$ cat config.mk
export PLATFORM = sky130hd
export DESIGN_NAME = registrador_seq
export DESIGN_NICKNAME = d
export VERILOG_FILES = /design/src/rtl/registrador_seq_pkg.sv /design/src/rtl/registrador_seq_tick_divider.sv /design/src/rtl/registrador_seq.sv
export SDC_FILE = /design/constraint.sdc
export NUM_CORES = 1
export LEC_CHECK = 0
export ABC_AREA = 1
export CAP_MARGIN = 0
export CORE_ASPECT_RATIO = 1.1
export CORE_UTILIZATION = 30
export DETAILED_ROUTE_END_ITERATION = 8
export PLACE_DENSITY = 0.5
export SLEW_MARGIN = 20
export SYNTH_ARGS = -nofsm -noshare
export SYNTH_HDL_FRONTEND = slang
export SYNTH_HIERARCHICAL = 1
export SYNTH_SLANG_ARGS = --single-unit
export TNS_END_PERCENT = 20
$ cat constraint.sdc
create_clock -name clk -period 2.1 [get_ports clk]
set_input_delay 0.42 -clock clk [delete_from_list [all_inputs] [get_ports clk]]
set_output_delay 0.42 -clock clk [all_outputs]
set_load 0.005 [all_outputs]
$ cat src/rtl/registrador_seq_pkg.sv
// Shared control codes and sequencer state encoding for the registrador bank.
package registrador_seq_pkg;

    typedef enum logic [2:0] {
        ST_IDLE  = 3'd0,
        ST_LOAD  = 3'd1,
        ST_RUN   = 3'd2,
        ST_PAUSE = 3'd3,
        ST_DONE  = 3'd4
    } seq_state_t;

    typedef logic [1:0] ch_code_t;

    localparam ch_code_t CH_HOLD = 2'b00;
    localparam ch_code_t CH_LOAD = 2'b01;
    localparam ch_code_t CH_SHR  = 2'b10;
    localparam ch_code_t CH_SHL  = 2'b11;

    function automatic ch_code_t shift_code(input logic dir);
        return dir ? CH_SHL : CH_SHR;
    endfunction

endpackage

$ cat src/rtl/registrador_seq_tick_divider.sv
// Prescaler: counts enabled cycles and flags the cycle where the count equals the limit.
module registrador_seq_tick_divider #(
    parameter int DIV_W = 8
) (
    input  logic             clk,
    input  logic             rst_n,
    input  logic             i_clear,
    input  logic             i_enable,
    input  logic [DIV_W-1:0] i_limit,
    output logic             o_tick
);

    logic [DIV_W-1:0] r_cnt;

    assign o_tick = (r_cnt == i_limit);

    // NOTE: non-blocking assignments so every flop samples pre-edge values.
    always_ff @(posedge clk) begin
        if (!rst_n) begin
            r_cnt <= '0;
        end else if (i_clear) begin
            r_cnt <= '0;
        end else if (i_enable) begin
            r_cnt <= o_tick ? '0 : r_cnt + 1'b1;
        end
    end

endmodule

$ cat src/rtl/registrador_seq.sv
// Sequencer producing the shared {ch1,ch0} code: one load cycle, then WIDTH shifts
// at a programmable rate, single-pass or looping.
module registrador_seq
    import registrador_seq_pkg::*;
#(
    parameter int WIDTH = 14,
    parameter int DIV_W = 8
) (
    input  logic                       clk,
    input  logic                       rst_n,
    input  logic                       start,
    input  logic                       stop,
    input  logic                       pause,
    input  logic                       dir,
    input  logic                       loop,
    input  logic [DIV_W-1:0]           div_cfg,
    output logic                       ch0,
    output logic                       ch1,
    output logic [$clog2(WIDTH+1)-1:0] step_cnt,
    output logic                       busy,
    output logic                       done,
    output logic                       wrap
);

    localparam int SW = $clog2(WIDTH + 1);
    localparam logic [SW-1:0] LAST_STEP = SW'(WIDTH - 1);

    seq_state_t       r_state;
    logic             r_dir;
    logic             r_loop;
    logic [DIV_W-1:0] r_div;
    logic [SW-1:0]    r_step;
    logic             r_wrap;
    logic             w_tick;
    ch_code_t         w_ch;

    registrador_seq_tick_divider #(.DIV_W(DIV_W)) u_presc (
        .clk      (clk),
        .rst_n    (rst_n),
        .i_clear  (r_state == ST_LOAD),
        .i_enable (r_state == ST_RUN),
        .i_limit  (r_div),
        .o_tick   (w_tick)
    );

    always_ff @(posedge clk) begin
        if (!rst_n) begin
            r_state <= ST_IDLE;
            r_dir   <= 1'b0;
            r_loop  <= 1'b0;
            r_div   <= '0;
            r_step  <= '0;
            r_wrap  <= 1'b0;
        end else begin
            r_wrap <= 1'b0;
            case (r_state)
                ST_IDLE: begin
                    if (start) begin
                        r_state <= ST_LOAD;
                        r_dir   <= dir;
                        r_loop  <= loop;
                        r_div   <= div_cfg;
                    end
                end
                ST_LOAD: begin
                    if (stop) begin
                        r_state <= ST_IDLE;
                    end else begin
                        r_step  <= '0;
                        r_state <= ST_RUN;
                    end
                end
                ST_RUN: begin
                    // A shift cycle always completes before a pause can take effect.
                    if (stop) begin
                        r_state <= ST_IDLE;
                    end else if (w_tick) begin
                        r_step <= r_step + 1'b1;
                        if (r_step == LAST_STEP) begin
                            if (r_loop) begin
                                r_state <= ST_LOAD;
                                r_wrap  <= 1'b1;
                            end else begin
                                r_state <= ST_DONE;
                            end
                        end
                    end else if (pause) begin
                        r_state <= ST_PAUSE;
                    end
                end
                ST_PAUSE: begin
                    if (stop) begin
                        r_state <= ST_IDLE;
                    end else if (!pause) begin
                        r_state <= ST_RUN;
                    end
                end
                ST_DONE: r_state <= ST_IDLE;
                default: r_state <= ST_IDLE;
            endcase
        end
    end

    // NOTE: w_ch gets a default before the case so no path leaves it unassigned (no latch).
    always_comb begin
        w_ch = CH_HOLD;
        case (r_state)
            ST_LOAD: w_ch = CH_LOAD;
            ST_RUN:  if (w_tick) w_ch = shift_code(r_dir);
            default: w_ch = CH_HOLD;
        endcase
    end

    assign {ch1, ch0} = w_ch;
    assign step_cnt   = r_step;
    assign busy       = (r_state == ST_LOAD) || (r_state == ST_RUN) || (r_state == ST_PAUSE);
    assign done       = (r_state == ST_DONE);
    assign wrap       = r_wrap;

endmodule

# Yosys cells after proc, flatten, opt, wreduce, memory -nomap -nowiden
# Cells that the tools add are included.
[classes]
reduce_logical = 9
mux = 19
n_addsub = 2
n_bitwise = 4
eq_ne = 13
[ops]
columns = ["cell", "count"]
rows = [
  ["$mux 3", 8],
  ["$mux 4", 3],
  ["$pmux 3 s4", 1],
  ["$add 8x1->8 const B", 1],
  ["$eq 8x8->1", 1],
  ["$mux 8", 1],
  ["$ne 2x2->1 const B", 4],
  ["$ne 4x4->1 const B", 2],
  ["$pmux 4 s2", 1],
  ["$reduce_and 4->1", 2],
  ["$eq 3x2->1 const B", 2],
  ["$reduce_or 5->1", 1],
  ["$add 4x1->4 const B", 1],
  ["$eq 4x4->1 const B", 1],
  ["$mux 2", 2],
  ["$not 1->1", 4],
  ["$pmux 2 s2", 1],
  ["$eq 3x1->1 const B", 1],
  ["$eq 3x3->1 const B", 1],
  ["$logic_not 3->1", 1],
  ["$ne 3x3->1 const B", 1],
  ["$logic_or 1x1->1", 2],
  ["$mux 1", 2],
  ["$reduce_and 2->1", 1],
  ["other kinds (2)", 2],
]
[totals]
reg_bits = 26
out_inout_bits = 9

# Depth between registers and ports, before layout
[depth]
ltp_word = 5
depth_mapped = 12

# Hierarchy
# Netlist, hierarchy kept.
[by_module_without_submodules]
columns = ["mod", "seq_area_each_um2", "area_per_inst_um2", "cells_per_inst", "instances"]
rows = [
  ["registrador_seq", 360.3, 964.7, 134, 1],
  ["registrador_seq_tick_divider", 160.2, 520.5, 84, 1],
]

# Worst setup path after synthesis
# Ideal clock, no wire load.
[synth_path]
kind = "register -> output"
startpoint = "reg u_presc.r_cnt[3]"
endpoint = "out ch0"
n_path_buf = 0
stages_incl_launch_ff = 6
t_required_ps = 1680
setup_slack_ps = 196
arrival_time_ps = 1484
cell_sequence = "dfxtp_1 -> xnor2_1 -> nand2_1 -> nor4_1 -> nand3_2 -> o21ai_0"
[synth_between]
elab_chain_len = 3
[synth_lines]
columns = ["item", "line", "source"]
rows = [
  ["start, declared", "registrador_seq_tick_divider.sv:13", "logic [DIV_W-1:0] r_cnt;"],
  ["start signal, assigned", "registrador_seq_tick_divider.sv:24", "r_cnt <= o_tick ? '0 : r_cnt + 1'b1;"],
  ["$eq 8x8->1", "registrador_seq_tick_divider.sv:15", "assign o_tick = (r_cnt == i_limit);"],
  ["named net w_tick", "registrador_seq.sv:34", "logic w_tick;"],
  ["$mux 2", "registrador_seq.sv:109", "ST_RUN: if (w_tick) w_ch = shift_code(r_dir);"],
  ["$pmux 2 s2", "registrador_seq.sv:107", "case (r_state)"],
  ["end, declared", "registrador_seq.sv:17", "output logic ch0,"],
]
# The timed path passes the listed nets, and every way through them passes these cells.

# Worst setup path after layout
[layout_path]
startpoint = "reg r_div[6]"
endpoint = "out ch1"
[layout_between]
elab_chain_len = 3
[layout_lines]
columns = ["item", "line", "source"]
rows = [
  ["start, declared", "registrador_seq.sv:31", "logic [DIV_W-1:0] r_div;"],
  ["start signal, assigned", "registrador_seq.sv:62", "r_div <= div_cfg;"],
  ["$eq 8x8->1", "registrador_seq_tick_divider.sv:15", ""],
  ["named net w_tick", "registrador_seq.sv:34", ""],
  ["$mux 2", "registrador_seq.sv:109", ""],
  ["$pmux 2 s2", "registrador_seq.sv:107", ""],
  ["end, declared", "registrador_seq.sv:18", "output logic ch1,"],
]
# The timed path passes the listed nets, and every way through them passes these cells.

==> flow_metrics.env <==
export IMPL_worstReg2RegEnd="r_state[0]"
export IMPL_fin_skew_ps=6.21
export IMPL_clkTransAtPathRegs_ps=90
export IMPL_netlist_area_mm2=0.00149
export IMPL_power_density_mw_per_mm2=804
export IMPL_wl_mm=3.60
export IMPL_synth_distinct_cells=25
export IMPL_drive_above_1_share_pct=23.6
export IMPL_start_util_pct=31.5
export IMPL_ff2ff_path_depth=12
export IMPL_yosysWarnings=6
export IMPL_critPathTopFamily="simple AND/OR/NAND/NOR gates"
export IMPL_clock_fmax_ghz=0.482
export IMPL_port_buffers=23
export IMPL_path_class="flop to primary output"
export IMPL_drtIter0Drc=46
export IMPL_reg2reg_slack_ps=280
export IMPL_grt_usage_pct=14.7
export IMPL_status="completed"
export IMPL_mostFrequentLayoutCells="nand2_1, nor2_1, inv_1"
export IMPL_maxCapViolCount=0
export IMPL_die_area_mm2=0.00524
export IMPL_first_pass_iters=4
export IMPL_grt_setup_unrepaired="yes"
export IMPL_worstPathCellList="xnor2_2 -> nand2_2 -> nor4_4 -> buf_4 -> nand3_4 -> buf_6 -> inv_2 -> buf_6"
export IMPL_die_h_um=75.8
export IMPL_cp_end_kind="primary output"
export IMPL_arrival_ps=1660
export IMPL_required_ps=1680
export IMPL_r2r_start="r_div[6]"
export IMPL_antenna_left=0
export IMPL_fillers=492
export IMPL_coreArea_mm2=0.00472
export IMPL_hold_path_end="r_div[3]"
export IMPL_cts_root_buf="clkbuf_8"
export IMPL_clkSinkCount=26
export IMPL_ys_ff_latch=26
export IMPL_antenna_found_initial=0
export IMPL_io_pins=24
export IMPL_grt_max_degree=15
export IMPL_clockBufferDepth=2
export IMPL_num_rows=26
export IMPL_n_antenna_cell=0
export IMPL_start_kind="flop"
export IMPL_num_nets_final=282
export IMPL_syn_instance_count=218
export IMPL_grt_pass1_wl_mm=6.07
export IMPL_syn_nets=236
export IMPL_drcViolationCount=0
export IMPL_path_buf_inv=4
export IMPL_finalCriticalPeriod_ps=2080
export IMPL_syn_to_final_growth_pct=36.6
export IMPL_grt_overflow_total=0
export IMPL_mostFrequentLayoutCell="nand2_1"
export IMPL_final_util_pct=43.0
export IMPL_synth_area_per_cell_um2=6.81
export IMPL_grt_pass1_vias=1348
export IMPL_cp_max_fo=2
export IMPL_hold_start="r_div[3]"
export IMPL_cts_hold_buf=0
export IMPL_post_route_period_util_pct=98.8
export IMPL_gp_congestion=0.843
export IMPL_critPathSlowestCell="dfxtp_2"
export IMPL_numCtsBuffers=3
export IMPL_avgViaCountPerCell=4.52
export IMPL_hold_violations=0
export IMPL_num_vias=1443
export IMPL_tightest_slew_ps=407
export IMPL_path_common_cell="buf_6"
export IMPL_holdWs_ps=482
export IMPL_peakVddDrop_v=0.000294
export IMPL_hold_class="flop to flop"
export IMPL_clk_latency_ps=270
export IMPL_synth_seq_area_share_pct=35.0
export IMPL_htreeDepth=1
export IMPL_cts_tree="yes"
export IMPL_dp_hpwl_mm=2.75
export IMPL_min_path_cells=2
export IMPL_leakage_uw=0.000871
export IMPL_wire_per_inst_um=11.3
export IMPL_fp_dieW_um=69.1
export IMPL_relSlewSlack_pct=72.9
export IMPL_slew_violations=0
export IMPL_setup_viol=0
export IMPL_cp_slowest_stage_delay_ps=340
-- worst reg2reg max path, cell delays in order (launching register included) --
cell and delay [ps]:
dfxtp_2 340, xnor2_2 150, nand2_2 100, nor4_4 280, buf_4 170, nand3_4 80, buf_6 140, buf_4 140
nor2_1 110, nor2_1 70, nand3_1 60, nand2_1 50, nor2_1 70
-- synth_stat cells --
master,count,area share [%]
nand2_2,3,1.3
nand3_1,21,7.1
nand3_2,2,1.3
nor3_1,3,1.0
a31oi_1,1,0.42
dfxtp_1,26,35
nor2_4,1,0.76
ha_1,3,2.5
buf_6,2,1.5
nor2_8,1,1.3
nand2_1,55,14
o21ai_0,4,1.3
nor2_2,5,2.1
xor2_1,4,2.4
xnor2_1,5,2.9
inv_1,28,7.1
nor3_4,1,1.1
nor4_1,2,0.84
nor3b_1,1,0.51
a21oi_1,15,5.1
clkbuf_1,1,0.25
buf_2,1,0.34
nand2_4,3,2.3
inv_2,3,0.76
nor2_1,27,6.8
-- layer usage --
| metal | vias to the layer above | wire length, um | global-route usage (%) |
|---|---|---|---|
| li1 | 774 | - | - |
| met2 | 18 | 1620 | 26.0 |
| met3 | 2 | 74 | 1.72 |
| met1 | 649 | 1870 | 19.0 |
| met4 | 0 | 36 | 4.76 |
| met5 | - | 0 | 0 |
-- where the power goes --
group,internal [uW],leakage (uW),switching (uW)
clock,168,0.0000288,167
sequential,547,0.000215,50.4
combinational,310,0.000628,389
-- layout make-up --
type	count	area, um2	share of cell area (%)
repair buffers	45	395	19.5
well taps	56	70.1	3.45
flip-flops and latches	26	529	26.1
inverters	31	116	5.73
clock buffers	4	55.1	2.71
multi-input cells	157	863	42.5
-- cell families after synthesis --
| family | after synthesis | synth area share, % |
|---|---|---|
| flip-flops | 26 | 35.0 |
| buffers and inverters | 35 | 9.94 |
| AO/OA/AOI/OAI | 20 | 6.82 |
| XOR/XNOR | 9 | 5.31 |
| AND/OR/NAND/NOR | 125 | 40.4 |
| adder cells (fa/ha/maj) | 3 | 2.53 |
-- flip-flops by register name, summed over array words and instances, names as in the netlist --
signal / cells
u_presc/r_cnt: 8
step_cnt: 4
r_loop: 1
r_div: 8
r_dir: 1
r_state: 3
wrap: 1
-- per-stage QoR --
step           setup TNS (ps)  setup WS [ps]  instance area [um2]  power [uW]  std cells
5_1_grt                  -169          -76.1                 2030        1750        319
4_1_cts                 -24.2          -22.6                 1980        1600        317
6_report                    0           24.7                 2030        1630        319
2_1_floorplan               0            196                 1490         996        218
3_3_place_gp             -414           -228                 1900        1240        312
3_5_place_dp             -346           -189                 1900        1240        312
-- how the worst max path moves through the flow --
| stage | start | to | slack [ps] | cells after the start |
|---|---|---|---|---|
| after detailed placement | u_presc/r_cnt[1] | ch0 | -190 | 9 |
| after floorplan | u_presc/r_cnt[3] | ch0 | 200 | 5 |
| after CTS | r_div[6] | ch0 | -20 | 7 |
| after global routing | r_div[6] | ch0 | -80 | 7 |
| final | r_div[6] | ch1 | 20 | 8 |
| after global placement | u_presc/r_cnt[2] | ch0 | -230 | 7 |
-- what timing repair did --
item | 4_1_cts | 5_1_grt
pin swaps | 4 | 6
endpoints found under the setup margin | 3 | 3
resized for setup | 19 | 9
hold endpoints to repair | 0 | 0
buffers inserted | 1 | 2
Power figures use the tool's default switching activity.
